**src/rtl/tug_of_war_lights_if.sv**
```systemverilog
// Player-side bundle for the tug-of-war playfield: the two conditioned
// button levels going in and the one-hot LED bar coming back out.
// The master side belongs to whatever drives the buttons and watches the
// bar; the slave side belongs to the playfield controller itself.
interface tug_of_war_lights_if;
    logic       L;
    logic       R;
    logic [9:1] led;

    modport master (
        output L,
        output R,
        input  led
    );

    modport slave (
        input  L,
        input  R,
        output led
    );
endinterface

```
**src/rtl/tug_of_war_lights.sv**
```systemverilog
// Playfield controller for a two-player tug-of-war on a 9-LED bar.
// The rope position is held directly as a one-hot vector, so the LED bar
// is simply that register; bit 9 is the left end and bit 1 the right end.
// A small two-state machine tracks whether the game is still being played
// or has been won, in which case the bar stays frozen until reset.
module tug_of_war_lights (
    input  logic                 clk,
    input  logic                 reset,
    tug_of_war_lights_if.slave   bus
);

    typedef enum logic {
        PLAYING,
        GAME_OVER
    } state_t;

    localparam logic [9:1] CENTRE = 9'b000010000;

    state_t     state_q, state_d;
    logic [9:1] pos_q, pos_d;

    // Register the rope position and the game state; reset snaps the light
    // straight back to the centre and reopens play, independent of the clock.
    always_ff @(posedge clk or posedge reset) begin
        if (reset) begin
            pos_q   <= CENTRE;
            state_q <= PLAYING;
        end else begin
            pos_q   <= pos_d;
            state_q <= state_d;
        end
    end

    // While playing, an uncontested button pulls the light one LED toward its
    // owner each cycle; landing on either end LED ends the game on that edge.
    always_comb begin
        pos_d   = pos_q;
        state_d = state_q;
        case (state_q)
            PLAYING: begin
                if (bus.L && !bus.R) begin
                    pos_d = {pos_q[8:1], 1'b0};
                end else if (bus.R && !bus.L) begin
                    pos_d = {1'b0, pos_q[9:2]};
                end
                if (pos_d[9] || pos_d[1]) begin
                    state_d = GAME_OVER;
                end
            end
            GAME_OVER: begin
                pos_d   = pos_q;
                state_d = GAME_OVER;
            end
            default: begin
                pos_d   = CENTRE;
                state_d = PLAYING;
            end
        endcase
    end

    assign bus.led = pos_q;

endmodule

```
**src/flat_wrapper.sv**
```systemverilog
// flat-port wrapper written by rule: the top's interface ports become plain ports
module tug_of_war_lights_flat 
  (clk, reset, bus_L, bus_R, bus_led);
  tug_of_war_lights_if bus_i ();
  input  logic clk;
  input  logic reset;
  input wire logic [$bits(bus_i.L)-1:0] bus_L;
  input wire logic [$bits(bus_i.R)-1:0] bus_R;
  output wire logic [$bits(bus_i.led)-1:0] bus_led;
  assign bus_i.L = bus_L;
  assign bus_i.R = bus_R;
  assign bus_led = bus_i.led;
  tug_of_war_lights u_core (.clk(clk), .reset(reset), .bus(bus_i));
endmodule
```
**config.mk**
```make
export PLATFORM = sky130hd
export DESIGN_NAME = tug_of_war_lights_flat
export DESIGN_NICKNAME = d
export VERILOG_FILES = /design/src/rtl/tug_of_war_lights_if.sv /design/src/rtl/tug_of_war_lights.sv /design/src/flat_wrapper.sv
export SDC_FILE = /design/constraint.sdc
export NUM_CORES = 1
export LEC_CHECK = 0
export BUFFER_PORTS_ARGS = -buffer_cell sky130_fd_sc_hd__buf_2
export CAP_MARGIN = 30
export CORE_AREA = 4 4 41 43
export CTS_CLUSTER_SIZE = 40
export DETAILED_ROUTE_END_ITERATION = 10
export DIE_AREA = 0 0 45 47
export GPL_TIMING_DRIVEN = 0
export PLACE_DENSITY = 0.74
export SLEW_MARGIN = 5
export SYNTH_ARGS = -nofsm -noshare
export SYNTH_HDL_FRONTEND = slang
export SYNTH_SLANG_ARGS = --single-unit
```
**constraint.sdc**
```tcl
create_clock -name clk -period 1.4 [get_ports clk]
set_input_delay 0.28 -clock clk [delete_from_list [all_inputs] [get_ports clk]]
set_output_delay 0.28 -clock clk [all_outputs]
set_load 0.05 [all_outputs]
```
Word level (Yosys, flattened, before mapping). Index checks and enable logic that the tools add are counted.

Eq/ne operators: 1. Mux-type cells: 6. Bitwise gates (word level): 1. Reductions and logical operators: 6.

Operators by type and width (count): $mux 9 (4); $ne 3x1->1 const B (1); $logic_and 1x1->1 (2); $logic_not 1->1 (2); $pmux 1 s2 (1); $reduce_and 2->1 (1); $logic_or 1x1->1 (1); $mux 1 (1); $not 1->1 (1).

Bits in registers: 10. Input bits: 4. Output and inout port bits: 9. Logic and storage cells: 17.

Depth between registers and ports, before layout. Gate-level depths: netlist of the first run.

Depth after elaboration: 8. Mapped depth: 6. Mapped depth without buffers: 4.

Least setup slack after synthesis of the first run. No wires, ideal clock.

Kind: input port to flip-flop. Start: input port bus_R. End: register u_core.pos_q, in the netlist u_core.bus.led[5]. Setup time: 0.075 ns. Arrival: 1.077 ns. Data required time: 1.325 ns. Slack: 0.248 ns. Stages: 5. Path buffers: 1. Cells stage by stage: inv_1 -> ha_1 -> buf_2 -> nor2_2 -> a2bb2oi_1.

Longest elaborated chain between the ends: 5. Elaborated cells on any way between the ends: 8. Classes of those cells: eq/ne: 1; mux: 3; reduce/logical: 4.

RTL lines: start, declared (line flat_wrapper.sv:8) `input wire logic [$bits(bus_i.R)-1:0] bus_R;`; $logic_not 1->1 (line tug_of_war_lights.sv:41) `if (bus.L && !bus.R) begin`; $logic_and 1x1->1 (line tug_of_war_lights.sv:41); $mux 9 (line tug_of_war_lights.sv:41); $mux 9 (2 in series) (line tug_of_war_lights.sv:39) `case (state_q)`; end signal, assigned (line tug_of_war_lights.sv:29) `pos_q <= pos_d;`; end, declared (line tug_of_war_lights.sv:20) `logic [9:1] pos_q, pos_d;`.

Parallel ways exist; a longest one is shown, timed or not. The select of a mux whose other input is x is not followed. A chain may end at the register's enable or synchronous reset.

Final worst setup path of the first run.
Start: register u_core.pos_q, in the netlist u_core.bus.led[5]. End: output port bus_led[4].

RTL lines: end, declared (line flat_wrapper.sv:9) `output wire logic [$bits(bus_i.led)-1:0] bus_led;`.

No word-level cell between the ends.

==> results of run 1 <==
==> path summary, 6_finish.rpt <==
path                                    from                 to  slack [ns]  cells past startpoint
setup / recovery           u_core.bus.led[5]         bus_led[4]        0.03                      1
hold / removal                         reset  u_core.bus.led[9]        0.53                      3
setup reg to reg              u_core.state_q  u_core.bus.led[1]        0.35                      3
hold reg to reg            u_core.bus.led[5]  u_core.bus.led[5]        0.53                      1
max in group asynchronous              reset  u_core.bus.led[5]        0.55                      3
min in group clk           u_core.bus.led[5]  u_core.bus.led[5]        0.53                      1
==> power by group through the flow <==
stage / Clock, mW / Sequential (mW) / Combinational (mW)
6_report: 0.264 / 0.558 / 0.749
4_1_cts: 0.267 / 0.554 / 0.756
2_1_floorplan: 0 / 0.967 / 0.162
5_1_grt: 0.283 / 0.579 / 0.786
3_5_place_dp: 0 / 0.557 / 0.753
3_3_place_gp: 0 / 0.554 / 0.748
==> layer usage <==
layer  track usage  share of wire  vias up
met4        0.0468         0.0035        0
met1         0.183           0.49      234
li1              -              -      228
met2         0.172           0.46       14
met3        0.0230          0.052        2
met5             0              0        -
==> cell usage in the layout (no fill, tap or decap), types with 2 or more instances in the layout <==
cell and n:
inv_1 3, a211oi_1 7, a2bb2oi_1 7, clkbuf_4 3, nand3b_1 7, ha_1 2, dfrtp_1 9, buf_2 14
==> registers in the layout, summed over array words and instances (netlist names) <==
signal	cells
u_core.bus.led	9
u_core.state_q	1
==> through the flow <==
stage / hold slack (ns) / power (mW) / cell area, um^2 / setup slack, ns / util
after floorplan: 0.119 / 1.13 / 568 / 0.248 / -
after global placement: 0.271 / 1.30 / 647 / 0.0192 / 0.497
after detailed placement: 0.285 / 1.31 / 647 / 0.00306 / 0.497
after CTS: 0.527 / 1.58 / 693 / 0.0325 / 0.533
after global routing: 0.539 / 1.65 / 693 / 0.00642 / 0.533
final: 0.527 / 1.57 / 693 / 0.0334 / 0.533
==> final cells by class <==
cell class              count  area (um^2)
flip-flops and latches     10          251
repair buffers             13         70.1
well taps                  15         18.8
fillers                   121          608
plain buffers               5         43.8
multi-input cells          33          262
inverters                   3         11.3
clock buffers               4         36.3
==> timing repair <==
item                                   4_1_cts  5_1_grt
endpoints found under the hold margin        6        0
buffers inserted                             0        0
hold buffers                                 1        0
==> worst register-to-register path, delay by kind of cell (launching register included) <==
family | cells | cell delay, ns
compound gates | 2 | 0.37
buf+inv | 1 | 0.19
flops | 1 | 0.39
==> cells by family after synthesis <==
group	after synthesis
AOI/OAI and AO/OA	19
adders and majority gates	2
and+or+nand+nor	12
buffers and inverters	8
DFF	10
==> impl_results.md, run 1 <==
- Top Ports: 13
- Die Wd: 45 um
- Post-Route WL: 1.14 mm
- GRT Total Usage: 0.122
- Pwr Density: 2270 nW/um^2
- Global-route wire length before repair: 1.90 mm
- Worst slew pin tran: 0.392 ns
- Post-synthesis sequential area ratio: 0.443
- HP Class: primary input to async pin
- Antenna violations before repair: 0
- EDFF count, synth: 0
- Worst-path clk slew: 0.07 ns
- Worst Setup Path Type: register to output pin
- Vias in the first global route: 437
- H-tree levels: 1
- Net Sw Power: 0.790 mW
- Most common cell in the netlist: dfrtp_1
- Largest net degree at the start of global routing: 11
- Core Rows: 13
- CTS Buf Count: 3
- Port buffer count: 12
- Max Slew Vio Count: 0
- Synth Flop Type: dfrtp_1
- Final setup vio count: 0
- Seq pwr share: 0.355
- Total grt overflow: 0
- Fmax: 732 MHz
- Setup TNS: 0 ns
- Die Y: 47 um
- Antenna-violating nets left: 0
- Nets: 75
- CP top delay family: flip-flops
- 1st-iter DRT viols: 8
- Post-DR vias/cell: 5.76
- Status: completed
- Internal power: 0.780 mW
- Crit end category: output pin
- Die area: 2120 um^2
- Synthesized Nets: 57
- Yosys reg bits: 10
- Max-capacitance violation count: 0
- Final period util: 0.976
- CTS root buf: clkbuf_4
- Adder-Cell Fraction of Synth Area: 0.0441
- Synth Area in Simple Gates: 0.152
- WP data required: 1.12 ns
- CP Max Fanout: 4
- WL per Instance: 13.8 um
- CP startpoint kind: register
- DR pass1 iterations: 4
- Core Area: 1300 um^2
- Max incr delay on CP: 0.56 ns
- Post-route DRC: 0
- Fin. Hold Viols: 0
- Mux share of post-synthesis cell area: 0
- Commonest cells post-synth: dfrtp_1 (9), a211oi_1 (7), a2bb2oi_1 (7), nand3b_1 (7), inv_1 (3)
- RSZ-0062 raised after global routing: false
- Yosys top cell area share: 0.396
- Critical path cell sequence: buf_2
- Sw Share: 0.503
- Area growth syn-to-layout: 22.0%
- Final Critical Period: 1.37 ns
- Setup Skew: 0.00402 ns
- Peak VDD IR: 0.00110 V
- Pleak: 0.321 nW
- Async set-reset flop share out of synthesis: 1.00
- Logic pwr share: 0.477
- Synth warn: 0
- Post-Syn Instances: 51
- Placed cells: 78
- XOR/XNOR Fraction of Synth Area: 0
- Final Wtd Congestion: 0.735
- Diodes inserted: 0
- Yosys cell types: 21
- Initial Util: 0.437
- Main combinational cell family by area after synthesis: compound AO/OA/AOI/OAI gates
- Slowest CP cell: dfstp_2
- Fin cells: 83
- Top post-synthesis cells by area: dfrtp_1 (40%), a2bb2oi_1 (11%), a211oi_1 (9.3%)
- CTS tree: done
- Worst EP arrival: 1.09 ns
- Clk sink count: 10
- Post-Syn Area: 568 um^2
- Area leader, netlist: dfrtp_1
- Buf/Inv on CP: 1
- CTS max path bufs: 2
- Via count: 478
- Clk_lat worst skew: 0.26 ns
- Dpl hpwl: 816 um
- Layout cells sized above 1: 0.338
- Post-CTS resize count: 0
- Avg Cell Area, Syn: 11.1 um^2
- Clock Power Share: 0.168
- Headroom to the max-slew limit: 0.738
- Synth Area in Compound Gates: 0.264
(Power assumes the default switching activity.)
==> inputs of run 2 (changes only) <==
Settings changed: RECOVER_POWER set to 100.
==> impl_results.md, run 2 (same netlist as run 1, synthesis figures left out) <==
- Max incr delay on CP: 0.56 ns (about the same)
- Pleak: 0.316 nW (-1.5%)
- Largest net degree at the start of global routing: 11 (unchanged)
- Vias in the first global route: 437 (unchanged)
- Die Wd: 45 um (unchanged)
- Status: completed
- Buf/Inv on CP: 1 (unchanged)
- CTS max path bufs: 2 (unchanged)
- Pwr Density: 2300 nW/um^2 (+1.5%)
- Max-capacitance violation count: 0 (unchanged)
- Post-CTS resize count: 0 (unchanged)
- CTS tree: done
- Headroom to the max-slew limit: 0.649 (-0.0893)
- Antenna-violating nets left: 0 (unchanged)
- Global-route wire length before repair: 1.90 mm (unchanged)
- WP data required: 1.12 ns (about the same)
- Most frequent cells in the layout: dfrtp_1 (9), clkbuf_2 (8), a211oi_1 (7), nand3b_1 (7), a2bb2oi_1 (7)
- Final Critical Period: 1.37 ns (+0.00272 ns)
- Clk sink count: 10 (unchanged)
- Final period util: 0.978 (+0.00194)
- Setup Skew: 0.00461 ns (+0.000593 ns)
- H-tree levels: 1 (unchanged)
- CP Max Fanout: 4 (unchanged)
- Setup TNS: 0 ns (unchanged)
- Largest register FFs: 9 (unchanged)
- WL per Instance: 14.1 um (+2.4%)
- Diodes inserted: 0 (unchanged)
- Initial Util: 0.437 (unchanged)
- PnR worst setup slack: 0.0306 ns (-0.00272 ns)
- RSZ-0062 raised after global routing: false
- HP Class: primary input to async pin
- CP top delay family: flip-flops
- Most common cell after layout, fill and taps aside: dfrtp_1
- Final Wtd Congestion: 0.735 (unchanged)
- Worst Setup Path Type: register to output pin
- Final instance area: 683 um^2 (-1.4%)
- Via count: 495 (+3.6%)
- Die Y: 47 um (unchanged)
- Core Rows: 13 (unchanged)
- Core Area: 1300 um^2 (unchanged)
- Hold_buf cts: 1 (unchanged)
- Nets: 75 (unchanged)
- Layout cells sized above 1: 0.309 (-0.0294)
- Crit end category: output pin
- Worst slew pin tran: 0.525 ns (+0.132 ns)
- Post-route DRC: 0 (unchanged)
- CTS Buf Count: 3 (unchanged)
- Die area: 2120 um^2 (unchanged)
- Place WS: 0.00306 ns (unchanged)
- Worst-path clk slew: 0.07 ns (about the same)
- GRT Total Usage: 0.122 (unchanged)
- Total grt overflow: 0 (unchanged)
- Area growth syn-to-layout: 20.3%
- CP startpoint kind: register
- Post-DR vias/cell: 5.96 (+3.6%)
- Setup bufs post-CTS: 0 (unchanged)
- Fin. Hold Viols: 0 (unchanged)
- Final setup vio count: 0 (unchanged)
- DR pass1 iterations: 6 (+2)
- Port buffer count: 12 (unchanged)
- CTS root buf: clkbuf_4
- Multi-input gate area: 259 um^2 (-0.96%)
- Top Ports: 13 (unchanged)
- 1st-iter DRT viols: 11 (+3)
- Max Slew Vio Count: 0 (unchanged)
- Antenna violations before repair: 0 (unchanged)
- Fmax: 730 MHz (-0.20%)
- Dpl hpwl: 816 um (unchanged)
- Clk_lat worst skew: 0.27 ns (about the same)
- Peak VDD IR: 0.00111 V (+0.21%)
- Post-Route WL: 1.17 mm (+2.4%)
- Filler cells: 121 (unchanged)
- Worst EP arrival: 1.09 ns (about the same)
- DP Area: 647 um^2 (unchanged)
- Slowest CP cell: dfstp_2
- Critical path cell sequence: buf_2
- Storage cell area: 251 um^2 (unchanged)
==> run 2: changes by cell type in the layout (fill, tap and decap cells not counted) <==
cell and change:
buf_2 -8, clkbuf_2 +8, buf_6 -1, clkbuf_1 +1, nor2_1 +1, nor2_2 -1
==> run 2: routing by layer <==
metal | GRT usage | vias up | share of wire
met1 | 0.183 | 241 | 0.46
met4 | 0.0468 | 0 | 0.010
met3 | 0.0230 | 5 | 0.063
met5 | 0 | - | 0
li1 | - | 231 | -
met2 | 0.172 | 18 | 0.46
==> run 2: area by class of cell <==
class / instances / area share
clock buffers: 4 / 0.0531
plain buffers: 5 / 0.0531
well taps: 15 / 0.0275
inverters: 3 / 0.0165
flip-flops and latches: 10 / 0.368
multi-input cells: 33 / 0.379
repair buffers: 13 / 0.103
==> run 2: through the flow <==
stage               power [mW]  cells  hold WS (ns)  utilization
floorplan                 1.13     51         0.119            -
global placement          1.30     78         0.271        0.497
detailed placement        1.31     78         0.285        0.497
CTS                       1.58     83         0.527        0.533
global route              1.64     83         0.539        0.525
finish                    1.57     83         0.527        0.525
==> run 2: worst paths after layout <==
| path | start | end | slack [ns] | depth (start not counted) |
|---|---|---|---|---|
| worst max-delay path | u_core.bus.led[5] | bus_led[4] | 0.03 | 1 |
| worst min-delay path | reset | u_core.bus.led[9] | 0.53 | 3 |
| worst max register to register | u_core.state_q | u_core.bus.led[7] | 0.30 | 2 |
| worst min register to register | u_core.bus.led[5] | u_core.bus.led[5] | 0.53 | 1 |
| max in group asynchronous | reset | u_core.bus.led[5] | 0.55 | 3 |
| min in group clk | u_core.bus.led[5] | u_core.bus.led[5] | 0.53 | 1 |
==> run 2: power by group <==
group	total, mW	switching (mW)	leakage (nW)	internal (mW)
Clock	0.267	0.109	0.0210	0.158
Combinational	0.743	0.548	0.179	0.195
Sequential	0.560	0.139	0.116	0.421
==> run 2: tightest hold or removal path, cell delays in order <==
cell and delay [ns]:
dlygate4sd3_1 0.53, buf_2 0.12, inv_1 0.29
